==> src/rtl/tt_um_nlp52_switch_debouncer.sv <==
// -----------------------------------------------------------------------------
// tt_um_nlp52_switch_debouncer
//
// Purpose:
//   Input conditioning for the three voter switches that feed the
//   majority-of-three detector. Each raw switch is synchronised through two
//   flops. A per-channel four-state FSM then debounces it. The debounced
//   levels, one-cycle rising-edge pulses, an any-change pulse and an
//   all-settled flag are presented on the TinyTapeout user pinout.
//
// Ports:
//   clk      in   1  system clock
//   rst_n    in   1  asynchronous active-low reset
//   ena      in   1  design enable; while low, pending counts are abandoned
//                    and pulses are suppressed
//   ui_in    in   8  [2:0] raw switch inputs, [7:3] ignored
//   uo_out   out  8  [2:0] debounced levels
//                    [5:3] rising-edge pulse per channel
//                    [6]   any-change pulse
//                    [7]   all channels in a stable state
//   uio_in   in   8  ignored
//   uio_out  out  8  tied low
//   uio_oe   out  8  tied low (all bidirectionals are inputs)
//
// Debug:
//   dbg_state is a packed copy of the three channel FSM states. Channel i
//   occupies bits [2*i+1:2*i]. Checkers can bind to it hierarchically.
//
// Timing:
//   A clean step reaches uo_out[i] DEBOUNCE_CYCLES+3 edges after the first
//   edge that samples it: 2 sync, DEBOUNCE_CYCLES count, 1 commit.
// -----------------------------------------------------------------------------
module tt_um_nlp52_switch_debouncer #(
  parameter int unsigned DEBOUNCE_CYCLES = 500_000
) (
  input  logic       clk,
  input  logic       rst_n,
  input  logic       ena,
  input  logic [7:0] ui_in,
  output logic [7:0] uo_out,
  input  logic [7:0] uio_in,
  output logic [7:0] uio_out,
  output logic [7:0] uio_oe
);

  localparam int NUM_CH = 3;
  localparam int CNT_W  = $clog2(DEBOUNCE_CYCLES + 1);

  localparam logic [CNT_W-1:0] CNT_ONE = CNT_W'(1);
  localparam logic [CNT_W-1:0] CNT_MAX = CNT_W'(DEBOUNCE_CYCLES);

  typedef enum logic [1:0] {
    STABLE_LO = 2'd0,
    WAIT_HI   = 2'd1,
    STABLE_HI = 2'd2,
    WAIT_LO   = 2'd3
  } db_state_e;

  // Two-flop synchroniser per channel. It runs regardless of ena.
  logic [NUM_CH-1:0] sync1_q;
  logic [NUM_CH-1:0] sync2_q;

  // Per-channel debounce state.
  db_state_e         state_q [NUM_CH];
  db_state_e         state_d [NUM_CH];
  logic [CNT_W-1:0]  cnt_q   [NUM_CH];
  logic [CNT_W-1:0]  cnt_d   [NUM_CH];
  logic [NUM_CH-1:0] db_q;
  logic [NUM_CH-1:0] db_d;

  // db_prev_q lags db_q by one cycle. The pulses fire in the cycle after
  // db changes, not in the same cycle.
  logic [NUM_CH-1:0] db_prev_q;
  logic [NUM_CH-1:0] rise_q;
  logic [NUM_CH-1:0] rise_d;
  logic              chg_q;
  logic              chg_d;

  logic              all_stable;
  logic [5:0]        dbg_state;

  // Unused pins are folded into one signal so they are visibly consumed.
  logic              unused_inputs;
  assign unused_inputs = ^{ui_in[7:3], uio_in};

  // ---------------------------------------------------------------------------
  // Synchroniser
  // ---------------------------------------------------------------------------
  always_ff @(posedge clk or negedge rst_n) begin
    if (!rst_n) begin
      sync1_q <= '0;
      sync2_q <= '0;
    end else begin
      sync1_q <= ui_in[NUM_CH-1:0];
      sync2_q <= sync1_q;
    end
  end

  // ---------------------------------------------------------------------------
  // Debounce FSM state registers
  // ---------------------------------------------------------------------------
  always_ff @(posedge clk or negedge rst_n) begin
    if (!rst_n) begin
      for (int i = 0; i < NUM_CH; i++) begin
        state_q[i] <= STABLE_LO;
        cnt_q[i]   <= '0;
      end
      db_q <= '0;
    end else begin
      for (int i = 0; i < NUM_CH; i++) begin
        state_q[i] <= state_d[i];
        cnt_q[i]   <= cnt_d[i];
      end
      db_q <= db_d;
    end
  end

  // ---------------------------------------------------------------------------
  // Debounce FSM next-state logic
  // The counter is only incremented while it is below CNT_MAX. Reaching
  // CNT_MAX always leaves the WAIT state, so the counter cannot wrap.
  // ---------------------------------------------------------------------------
  always_comb begin
    db_d = db_q;
    for (int i = 0; i < NUM_CH; i++) begin
      state_d[i] = state_q[i];
      cnt_d[i]   = cnt_q[i];

      if (!ena) begin
        // Abandon any pending change. Stable states and db hold.
        unique case (state_q[i])
          WAIT_HI: begin
            state_d[i] = STABLE_LO;
            cnt_d[i]   = '0;
          end
          WAIT_LO: begin
            state_d[i] = STABLE_HI;
            cnt_d[i]   = '0;
          end
          default: ;
        endcase
      end else begin
        unique case (state_q[i])
          STABLE_LO: begin
            if (sync2_q[i]) begin
              state_d[i] = WAIT_HI;
              cnt_d[i]   = CNT_ONE;
            end
          end
          WAIT_HI: begin
            if (!sync2_q[i]) begin
              // Bounce: the input fell back before the hold time elapsed.
              state_d[i] = STABLE_LO;
              cnt_d[i]   = '0;
            end else if (cnt_q[i] == CNT_MAX) begin
              state_d[i] = STABLE_HI;
              cnt_d[i]   = '0;
              db_d[i]    = 1'b1;
            end else begin
              cnt_d[i]   = cnt_q[i] + CNT_ONE;
            end
          end
          STABLE_HI: begin
            if (!sync2_q[i]) begin
              state_d[i] = WAIT_LO;
              cnt_d[i]   = CNT_ONE;
            end
          end
          WAIT_LO: begin
            if (sync2_q[i]) begin
              state_d[i] = STABLE_HI;
              cnt_d[i]   = '0;
            end else if (cnt_q[i] == CNT_MAX) begin
              state_d[i] = STABLE_LO;
              cnt_d[i]   = '0;
              db_d[i]    = 1'b0;
            end else begin
              cnt_d[i]   = cnt_q[i] + CNT_ONE;
            end
          end
          default: ;
        endcase
      end
    end
  end

  // ---------------------------------------------------------------------------
  // Edge pulses
  // Both pulses are derived from the committed level and its one-cycle-old
  // copy. Simultaneous commits on several channels therefore merge into a
  // single change pulse.
  // ---------------------------------------------------------------------------
  always_comb begin
    rise_d = '0;
    chg_d  = 1'b0;
    if (ena) begin
      rise_d = db_q & ~db_prev_q;
      chg_d  = |(db_q ^ db_prev_q);
    end
  end

  always_ff @(posedge clk or negedge rst_n) begin
    if (!rst_n) begin
      db_prev_q <= '0;
      rise_q    <= '0;
      chg_q     <= 1'b0;
    end else begin
      db_prev_q <= db_q;
      rise_q    <= rise_d;
      chg_q     <= chg_d;
    end
  end

  // ---------------------------------------------------------------------------
  // All-stable flag and debug state
  // ---------------------------------------------------------------------------
  always_comb begin
    all_stable = 1'b1;
    for (int i = 0; i < NUM_CH; i++) begin
      if ((state_q[i] == WAIT_HI) || (state_q[i] == WAIT_LO)) begin
        all_stable = 1'b0;
      end
    end
  end

  assign dbg_state = {state_q[2], state_q[1], state_q[0]};

  // ---------------------------------------------------------------------------
  // Outputs
  // ---------------------------------------------------------------------------
  assign uo_out  = {all_stable, chg_q, rise_q, db_q};
  assign uio_out = 8'h00;
  assign uio_oe  = 8'h00;

endmodule

==> config.mk <==
export PLATFORM = sky130hd
export DESIGN_NAME = tt_um_nlp52_switch_debouncer
export DESIGN_NICKNAME = d
export VERILOG_FILES = /design/src/rtl/tt_um_nlp52_switch_debouncer.sv
export SDC_FILE = /design/constraint.sdc
export NUM_CORES = 1
export LEC_CHECK = 0
export CAP_MARGIN = 10
export CORE_ASPECT_RATIO = 1.4
export CORE_MARGIN = 5
export CORE_UTILIZATION = 55
export DETAILED_ROUTE_END_ITERATION = 7
export HOLD_SLACK_MARGIN = 0.02
export MAX_ROUTING_LAYER = met4
export PLACE_DENSITY = 0.78
export REMOVE_ABC_BUFFERS = 1
export SYNTH_ARGS = -nofsm -noshare
export SYNTH_HDL_FRONTEND = slang
export SYNTH_SLANG_ARGS = --single-unit
==> constraint.sdc <==
create_clock -name clk -period 2.25 [get_ports clk]
set_input_delay 0.45 -clock clk [delete_from_list [all_inputs] [get_ports clk]]
set_output_delay 0.45 -clock clk [all_outputs]
set_load 0.005 [all_outputs]
==> impl_metrics.ini <==
[clocking]
ctsRootBufferMaster = clkbuf_8
htreeDepth = 3
clk_latency_ps = 360
cts_tree = done
cts_hold_buf = 0
clockBufferDepth = 2
cts_buffers = 9
cts.sink_count = 79
ctsResizeCount = 0
clkTransAtPathRegs_ps = 80
cts_setup_buffers = 0

[die]
die_x_um = 84.1
core_um2 = 7450
rows = 37
die_h_um = 114
die-area_um2 = 9570
start_util = 0.568
ios = 43

[route]
drc_errors = 0
vias = 3440
avgViaCountPerCell = 5.86
wl_per_cell_um = 14.4
postRouteAntennaNets = 0
first_pass_iters = 4
drt_iter0_markers = 246
wirelength_um = 8450

[global_route]
grt_pass1_wl_um = 14800
grt_pass1_vias = 3248
grt_overflow_total = 0
grt_use_total = 0.195
grt_max_degree = 34
antenna_found_initial = 0

[timing]
worst_slew_pin_slew_ps = 604
hold_violations = 0
final.min_clock_period_ps = 2100
slew_headroom = 0.595
rsz0062_at_grt = no
setup_viol = 0
finalClockSkew_ps = 11.0
timing.fmax_mhz = 476
slew_viol_final = 0
min_period_over_period = 0.934

[logic_synthesis]
ys_seq_area_frac = 0.467
ys_top_cells_by_area = dfrtp_1 (47%), a31oi_1 (5.6%), a21oi_1 (4.7%), nand2_1 (4.2%), nand3_1 (3.4%)
yosysMostFrequentCell = dfrtp_1
synth_edf_count = 0
synth_top_area_cell = dfrtp_1
ys.flop_type = dfrtp_1
synth-seq-cells = 79
avgSynthCellArea_um2 = 9.14
synthTopCellsByCount = dfrtp_1 (79), nand2_1 (47), a21oi_1 (40)
synthArstFlopShare = 1.00
netlist.area_leader.share = 0.467
synth_area_um2 = 4230
synth_cell_types = 50
yosys_warnings = 0
synth_cells = 463

[final_layout]
final_util = 0.630
nets = 513
layout-drive-gt1-share = 0.0918
area_growth_pct = 10.9
antenna_cells = 0

[job]
max_cap_violations = 0

[critical_path]
rr_startpoint = cnt_q[44]
cp.required_ps = 2490
cp-start-kind = flop
path_cells = or4b_4 > nor4b_4 > a21oi_2 > buf_12 > a21o_1 > a22o_1
crit_family = simple AND/OR/NAND/NOR gates
slowest_delay_ps = 560
crit_slowest_cell = or4b_4
arrival_ps = 2350
criticalPathCategory = flop to flop
crit_buf_inv = 1
cp-startpoint = cnt_q[44]
endpoint_kind = flop
critPathMaxFanout = 33

[hold_path]
worstHoldPathType = primary input to asynchronous set/reset pin

[placed_design]
dp_hpwl_um = 5880
gp_congestion = 0.827
portBuffers = 13

[power_and_ir_drop]
irDropWorstVdd_mv = 0.504
power_w = 0.00289
power.leakage_nw = 2.00
powerDensity_nw_per_um2 = 616

[status]
status = completed
## power breakdown
| group | leakage [nW] | internal (W) | switching, W | total (W) |
|---|---|---|---|---|
| Sequential | 1.08 | 0.00147 | 0.0000825 | 0.00156 |
| Clock | 0.0959 | 0.000454 | 0.000499 | 0.000953 |
| Combinational | 0.827 | 0.000150 | 0.000231 | 0.000381 |
| Total | 2.00 | 0.00208 | 0.000812 | 0.00289 |
## cell usage in the layout, fill, tap and decap left out, types with 3 or more instances in the layout
cell type	Yosys	routed
dfrtp_1	79	79
buf_4	18	17
buf_12	0	4
conb_1	1	16
and3_1	10	10
nor2_1	25	25
a22o_1	4	4
nor3_1	11	11
nand3b_1	3	3
xor2_1	4	4
clkbuf_8	0	11
xnor2_1	3	3
nand2_1	47	47
nand3_1	29	29
ha_1	9	9
and4_1	4	4
o2bb2ai_1	3	3
a31oi_1	38	38
o21ai_0	18	18
and2_1	5	5
nand4_1	13	13
a41oi_1	7	7
nand2b_1	14	14
a21oi_2	2	3
inv_1	22	22
or4_1	3	3
a21o_1	5	5
clkdlybuf4s50_1	0	12
a21oi_1	40	39
clkinv_2	0	4
nor4_1	4	4
## area by class of cell
| cell class | count | area (um2) |
|---|---|---|
| tap | 97 | 121 |
| inverter | 22 | 82.6 |
| fill | 604 | 2760 |
| multi-input combinational | 340 | 2010 |
| timing repair buffer | 33 | 328 |
| clock inverter | 4 | 20.0 |
| sequential | 79 | 1980 |
| clock buffer | 12 | 155 |
## final timing paths
kind                                   end  slack (ps)  depth (start not counted)
worst min-delay path              cnt_q[9]          20                          1
max in group asynchronous        cnt_q[40]        1620                          2
worst max-delay path             cnt_q[46]         150                          6
worst max register to register   cnt_q[46]         150                          6
min in group clk                sync2_q[1]         360                          0
worst min register to register  sync2_q[1]         360                          0
## through the flow
| step | setup slack, ps | TNS [ps] | area [um2] | hold slack, ps | cells |
|---|---|---|---|---|---|
| floorplan | -231 | -2280 | 4070 | 154 | 441 |
| global placement | 201 | 0 | 4520 | 338 | 571 |
| detailed placement | 150 | 0 | 4520 | 347 | 571 |
| CTS | 118 | 0 | 4690 | 33.1 | 587 |
| global route | 62.4 | 0 | 4690 | 50.8 | 587 |
| finish | 149 | 0 | 4690 | 24.4 | 587 |
## layer usage
metal | vias to the layer above | routed length [um] | track usage | share of wire
met2 | 50 | 4500 | 0.333 | 0.53
met1 | 1681 | 3590 | 0.225 | 0.42
met4 | 0 | 162 | 0.0869 | 0.019
met5 | - | 0 | - | 0
met3 | 12 | 209 | 0.0340 | 0.025
li1 | 1697 | - | - | -
## sequential cells by signal, indices dropped and copies added (netlist names), named ones only
signal     flops
cnt_q         57
db_prev_q      3
db_q           3
dbg_state      3
rise_q         3
sync1_q        3
sync2_q        3
chg_q          1
## cell families after synthesis
| logic type | after synthesis | synth area share |
|---|---|---|
| AOI/OAI and AO/OA | 128 | 0.187 |
| adders and majority gates | 9 | 0.0266 |
| DFF | 79 | 0.467 |
| other | 1 | 0.000886 |
| muxes | 4 | 0.0101 |
| and+or+nand+nor | 176 | 0.222 |
| xor gates and xnor gates | 7 | 0.0145 |
| buffers and inverters | 59 | 0.0719 |
Note: power is estimated with default switching activity, not from simulation.
==> RTL edit 1, RTL diff (same settings) <==
`DEBOUNCE_CYCLES`: 500_000 -> 250_000.
--- a/src/rtl/tt_um_nlp52_switch_debouncer.sv
+++ b/src/rtl/tt_um_nlp52_switch_debouncer.sv
@@ -32,5 +32,5 @@
 // -----------------------------------------------------------------------------
 module tt_um_nlp52_switch_debouncer #(
-  parameter int unsigned DEBOUNCE_CYCLES = 500_000
+  parameter int unsigned DEBOUNCE_CYCLES = 250_000
 ) (
   input  logic       clk,
Formal check against the unedited RTL: same outputs for any inputs over 4 cycles, from zero or initial values and one cycle with rst_n low; that may be too few to reach the edited logic, so the function may still have changed.
==> RTL edit 1 against the original RTL <==
- setup slack gained 0.027 ns
- via count grew 0.29%
- area after synthesis grew 0.80%
- count of clock-buffer cells in the layout grew 1
- register-to-register slack gained 0.13 ns
- sequential share of layout area shrank 1.7 points
- design area grew 0.16%
- routed wire length grew 6.3%
- total power shrank 5.1%
- sequential cell count shrank 3
- critical path type is now reg -> out
- clock power grew 19%
==> RTL edit 1: results (changes against the original RTL) <==
Critical path
  • Slowest stage cell, crit path: clkdlybuf4s50_1
  • CP Max Fanout: 8 (-76%)
  • Worst EP arrival: 1.62 ns (-0.73 ns)
  • Crit-path leading delay family: buffers and inverters

Synthesis
  • Compound-gate portion of the synthesized area: 15.11% (-3.6 points)
  • Synth Area in Adders: 2.641% (-0.021 points)
  • Sequential area share after synthesis: 44.60% (-2.1 points)
  • Area contributors post-synth: dfrtp_1 45%, nand2_1 4.0%, nand3_1 3.4%
  • Post-synthesis mux area share: 1.027% (+0.021 points)
  • Ys flop type: dfrtp_1
  • Yosys cell types: 61 (+22%)
  • XOR/XNOR Fraction of Synth Area: 2.670% (+1.2 points)
  • Post-synth ARST share: 100.0% (unchanged)
  • Most frequent cells after synthesis: 76 x dfrtp_1, 45 x nand2_1, 29 x nand3_1

Clock tree
  • CTS Buf Count: 9 (unchanged)
  • Clk buf depth: 2 (unchanged)
  • Clock-pin slew on the worst setup and hold paths: 0.08 ns (about the same)
  • Root Buffer: clkbuf_8
  • Worst-Skew Late Latency: 0.35 ns
  • Post-CTS Repair Setup Buffers: 0 (unchanged)

Finish
  • Fraction of area in registers: 40.46% (-1.7 points)
  • ClkCell Share: 4.711% (+0.98 points)
  • Seq_cells: 76 (-3.8%)
  • Largest Register: cnt_q
  • Number of multi-input logic gates: 340 (unchanged)
  • Number of antenna diodes: 0 (unchanged)
  • Signal buffers: 25 (-24%)
  • Clock buffers: 13 (+1)
  • Signal buf overhead: 5.483% (-1.5 points)
  • Layout cells sized above 1: 10.27% (+1.1 points)
  • Max reg flops: 54 (-5.3%)
  • # nets final: 500 (-2.5%)
  • Inverters: 20 (-9.1%)
  • Fillers: 636 (+5.3%)
  • Multi-input gate area in the final layout: 2120 sq um (+5.5%)

Power and ir drop
  • Comb pwr share: 7.3% (-5.9 points)
  • Leakage: 2.028 nW (+1.4%)
  • Clk. pwr: 0.00113 W (+19%)
  • Int Power: 0.002092 W (+0.72%)
  • Peak VDD IR: 0.0003356 V (-33%)

Placement
  • Routability cong.: 0.8713 (+5.3%)
  • # port buffers: 13 (unchanged)
  • DP HPWL: 6474 microns (+10%)

Routing
  • Drt total wl: 8987 microns (+6.3%)
  • DR pass1 iterations: 5 (+1)
  • Starting DRT DRC Count: 192 (-22%)
  • DR vias: 3450 (+0.29%)

Global route
  • Largest net degree at the start of global routing: 40 (+18%)
  • First-pass GRT wire length: 15460 microns (+4.6%)
  • Gr usage total: 20.51% (+0.96 points)
  • Number of global-route vias before repair: 3327 (+2.4%)

Run status
  • Outcome: finished clean

Timing
  • Clock Skew: 0.008664 ns (-0.002293 ns)
  • Slew headroom: 44.60% (-15 points)

Worst hold path
  • Hold Path Class: reg -> reg
[RTL edit 1: changes by cell type after synthesis, sizes merged, moves of 9 or more]
cell	unedited run	this run
a31oi	38	8
nand2b	14	3
nor4	5	14
or3	0	10
clkbuf	13	4
o21ai	18	35
a21oi	42	23
[RTL edit 1: path summary, 6_finish.rpt]
check                        startpoint            to  slack (ns)  cells after the start
min in group asynchronous         rst_n  dbg_state[2]        0.53                      2
max in group asynchronous         rst_n      cnt_q[3]        1.19                      3
hold / removal               sync1_q[0]    sync2_q[0]        0.35                      0
setup reg to reg              cnt_q[49]          flop        0.28                      5
hold reg to reg              sync1_q[0]    sync2_q[0]        0.35                      0
setup / recovery           dbg_state[2]     uo_out[7]        0.18                      2
[RTL edit 1: cell families (layout without fill, tap and decap cells)]
group                      Yosys count  in the layout
other                                1             16
DFF                                 76             76
AOI/OAI and AO/OA                   99             99
and+or+nand+nor                    199            199
muxes                                4              4
xor gates and xnor gates            13             13
adders and majority gates            9              9
buffers and inverters               53             61
[RTL edit 1: metrics by stage]
stage               setup WS (ns)  hold WS, ns  instances  cell area [sq um]  power [W]
global placement          0.05575       0.3347        560               4469   0.001633
detailed placement        0.04269       0.3355        560               4469   0.001643
CTS                        0.1743       0.3531        577               4701   0.002777
finish                     0.1759       0.3510        577               4701   0.002744
global route              0.07249       0.3647        577               4701   0.002874
floorplan                  0.4491       0.1544        436               4096   0.001541
[RTL edit 1: metal layers]
metal | up-vias | share of wire (%) | track usage (%)
met5 | - | 0 | -
met4 | 0 | 3.2 | 10.24
met3 | 25 | 5.3 | 4.968
met2 | 124 | 50 | 33.72
met1 | 1644 | 41 | 23.42
li1 | 1657 | - | -
[RTL edit 1: timing repair]
action | CTS | global route
hold endpoints to repair | 20 | 0
gates resized for setup | 0 | 0
hold buffers | 1 | 0
==> RTL edit 2, RTL diff (same settings) <==
Made on the original files. Register the inputs `ena`, `ui_in` and `uio_in` before use, cleared by the reset. The logic sees them one clock later.
--- a/src/rtl/tt_um_nlp52_switch_debouncer.sv
+++ b/src/rtl/tt_um_nlp52_switch_debouncer.sv
@@ -57,4 +57,20 @@
   } db_state_e;
 
+  logic ena_q;
+  logic [7:0] ui_q;
+  logic [7:0] uio_q;
+
+  always_ff @(posedge clk or negedge rst_n) begin
+    if (!rst_n) begin
+      ena_q <= '0;
+      ui_q  <= '0;
+      uio_q <= '0;
+    end else begin
+      ena_q <= ena;
+      ui_q  <= ui_in;
+      uio_q <= uio_in;
+    end
+  end
+
   // Two-flop synchroniser per channel. It runs regardless of ena.
   logic [NUM_CH-1:0] sync1_q;
@@ -82,5 +98,5 @@
   // Unused pins are folded into one signal so they are visibly consumed.
   logic              unused_inputs;
-  assign unused_inputs = ^{ui_in[7:3], uio_in};
+  assign unused_inputs = ^{ui_q[7:3], uio_q};
 
   // ---------------------------------------------------------------------------
@@ -92,5 +108,5 @@
       sync2_q <= '0;
     end else begin
-      sync1_q <= ui_in[NUM_CH-1:0];
+      sync1_q <= ui_q[NUM_CH-1:0];
       sync2_q <= sync1_q;
     end
@@ -127,5 +143,5 @@
       cnt_d[i]   = cnt_q[i];
 
-      if (!ena) begin
+      if (!ena_q) begin
         // Abandon any pending change. Stable states and db hold.
         unique case (state_q[i])
@@ -194,5 +210,5 @@
     rise_d = '0;
     chg_d  = 1'b0;
-    if (ena) begin
+    if (ena_q) begin
       rise_d = db_q & ~db_prev_q;
       chg_d  = |(db_q ^ db_prev_q);
Formal check against the unedited RTL: not equivalent (Yosys sat finds a counterexample within 4 cycles, from zero or initial values and one cycle with rst_n low).
==> RTL edit 2 against the original RTL <==
- setup slack better by 0.0089 ns
- routed wire length up 1.4%
- critical path depth shrank 4
- area after synthesis grew 2.2%
- total power is 17% higher
- sequential cell count increased by 4
- synthesized cell count decreased by 3.5%
- design area up 2.3%
- clock power up 43%
==> RTL edit 2: results (changes against the original RTL) <==
Critical path
  • Crit path from: dbg_state[0]
  • CP Max Fanout: 8 (-76%)
  • R2R Path Start: cnt_q[38]
  • Worst reg2reg path depth: 8 (+2)
  • RR Endpoint: cnt_q[48]
  • Worst EP arrival: 1.64 ns (-0.71 ns)
  • Crit-path max cell delay: 0.54 ns (-0.02 ns)
  • Slowest stage cell, crit path: clkdlybuf4s50_1

Finish
  • # nets final: 492 (-4.1%)
  • Layout cells sized above 1: 9.808% (+0.62 points)
  • Fillers: 666 (+10%)
  • Fin cells: 569 (-3.1%)

Synthesis
  • Area contributors post-synth: dfrtp_1 48%, a31oi_1 5.5%, a21oi_1 3.8%
  • Yosys cell types: 54 (+8.0%)
  • Most frequent cells after synthesis: 83 x dfrtp_1, 44 x nand2_1, 38 x a31oi_1

Routing
  • Starting DRT DRC Count: 273 (+11%)
  • Met1 wire length: 3777 microns (+5.4%)
  • DR pass1 iterations: 5 (+1)
  • Vias per cell: 5.981 (+2.1%)
  • Met2 WL: 4225 microns (-6.0%)
  • Metal3 WL: 410 microns (+96%)

Placement
  • DP HPWL: 5762 microns (-2.0%)
  • Routability cong.: 0.8658 (+4.7%)
  • Pre-CTS setup slack: 0.01114 ns (-0.1390 ns)
  • Placement Cell Area: 4528 sq um (+0.22%)
  • Placed cell count: 553 (-3.2%)

Global route
  • Grt met1 use: 23.42% (+0.88 points)
  • First-pass GRT wire length: 14600 microns (-1.3%)
  • Gr usage total: 19.28% (-0.26 points)
  • Met2 Use GR: 30.65% (-2.6 points)
  • Met3 Usage GRT: 4.803% (+1.4 points)

Timing
  • Clock Skew: 0.003706 ns (-0.007250 ns)
  • Crit path time final: 2.092 ns (-0.008941 ns)
  • Slew @ Worst Pin: 0.7106 ns (+0.1061 ns)

Clock tree
  • Cts repair resizes: 1 (+1)

Run status
  • Outcome: finished clean

Power and ir drop
  • Switching power share of the total: 25.33% (-2.8 points)
  • Leakage: 2.049 nW (+2.5%)
  • Peak VDD IR: 0.0004148 V (-18%)
[RTL edit 2: cells by family after synthesis]
| group | synth area share [%] |
|---|---|
| and+or+nand+nor | 21.46 |
| AOI/OAI and AO/OA | 16.52 |
| DFF | 48.02 |
| buffers and inverters | 7.290 |
| xor gates and xnor gates | 2.227 |
| adders and majority gates | 2.603 |
| muxes | 1.793 |
| other | 0.08670 |
[RTL edit 2: stage by stage]
| stage | util (%) | total power, W |
|---|---|---|
| global placement | 58.79 | 0.002021 |
| detailed placement | 58.79 | 0.002044 |
| CTS | 62.26 | 0.003400 |
| floorplan | - | 0.001857 |
| finish | 62.33 | 0.003383 |
| global route | 62.33 | 0.003538 |
[RTL edit 2: worst min-delay path by stage]
| stage | start | endpoint | slack [ns] | cells past startpoint |
|---|---|---|---|---|
| floorplan | rst_n | async pin | 0.15 | 0 |
| global placement | ui_q[0] | sync1_q[0] | 0.33 | 0 |
| detailed placement | ui_q[0] | sync1_q[0] | 0.34 | 0 |
| CTS | rst_n | cnt_q[0] | 0.06 | 1 |
| global route | rst_n | ui_q[2] | 0.08 | 1 |
| finish | rst_n | ui_q[2] | 0.05 | 1 |
[RTL edit 2: power by group through the flow]
stage,Combinational [W],Sequential (W),Clock (W)
6_report,0.000397,0.00162,0.00136
4_1_cts,0.000398,0.00162,0.00138
3_5_place_dp,0.000394,0.00165,0
2_1_floorplan,0.000225,0.00163,0
5_1_grt,0.000458,0.00164,0.00145
3_3_place_gp,0.000378,0.00164,0
[RTL edit 2: area by class of cell]
cell class                 instances  area, sq um  share of cell area, %
clock buffer                      12        165.2                  3.440
clock inverter                     4        95.09                  1.981
inverter                          19        71.32                  1.486
multi-input combinational        323         2002                  41.70
sequential                        83         2077                  43.26
tap                              100        125.1                  2.606
timing repair buffer              28        265.3                  5.525
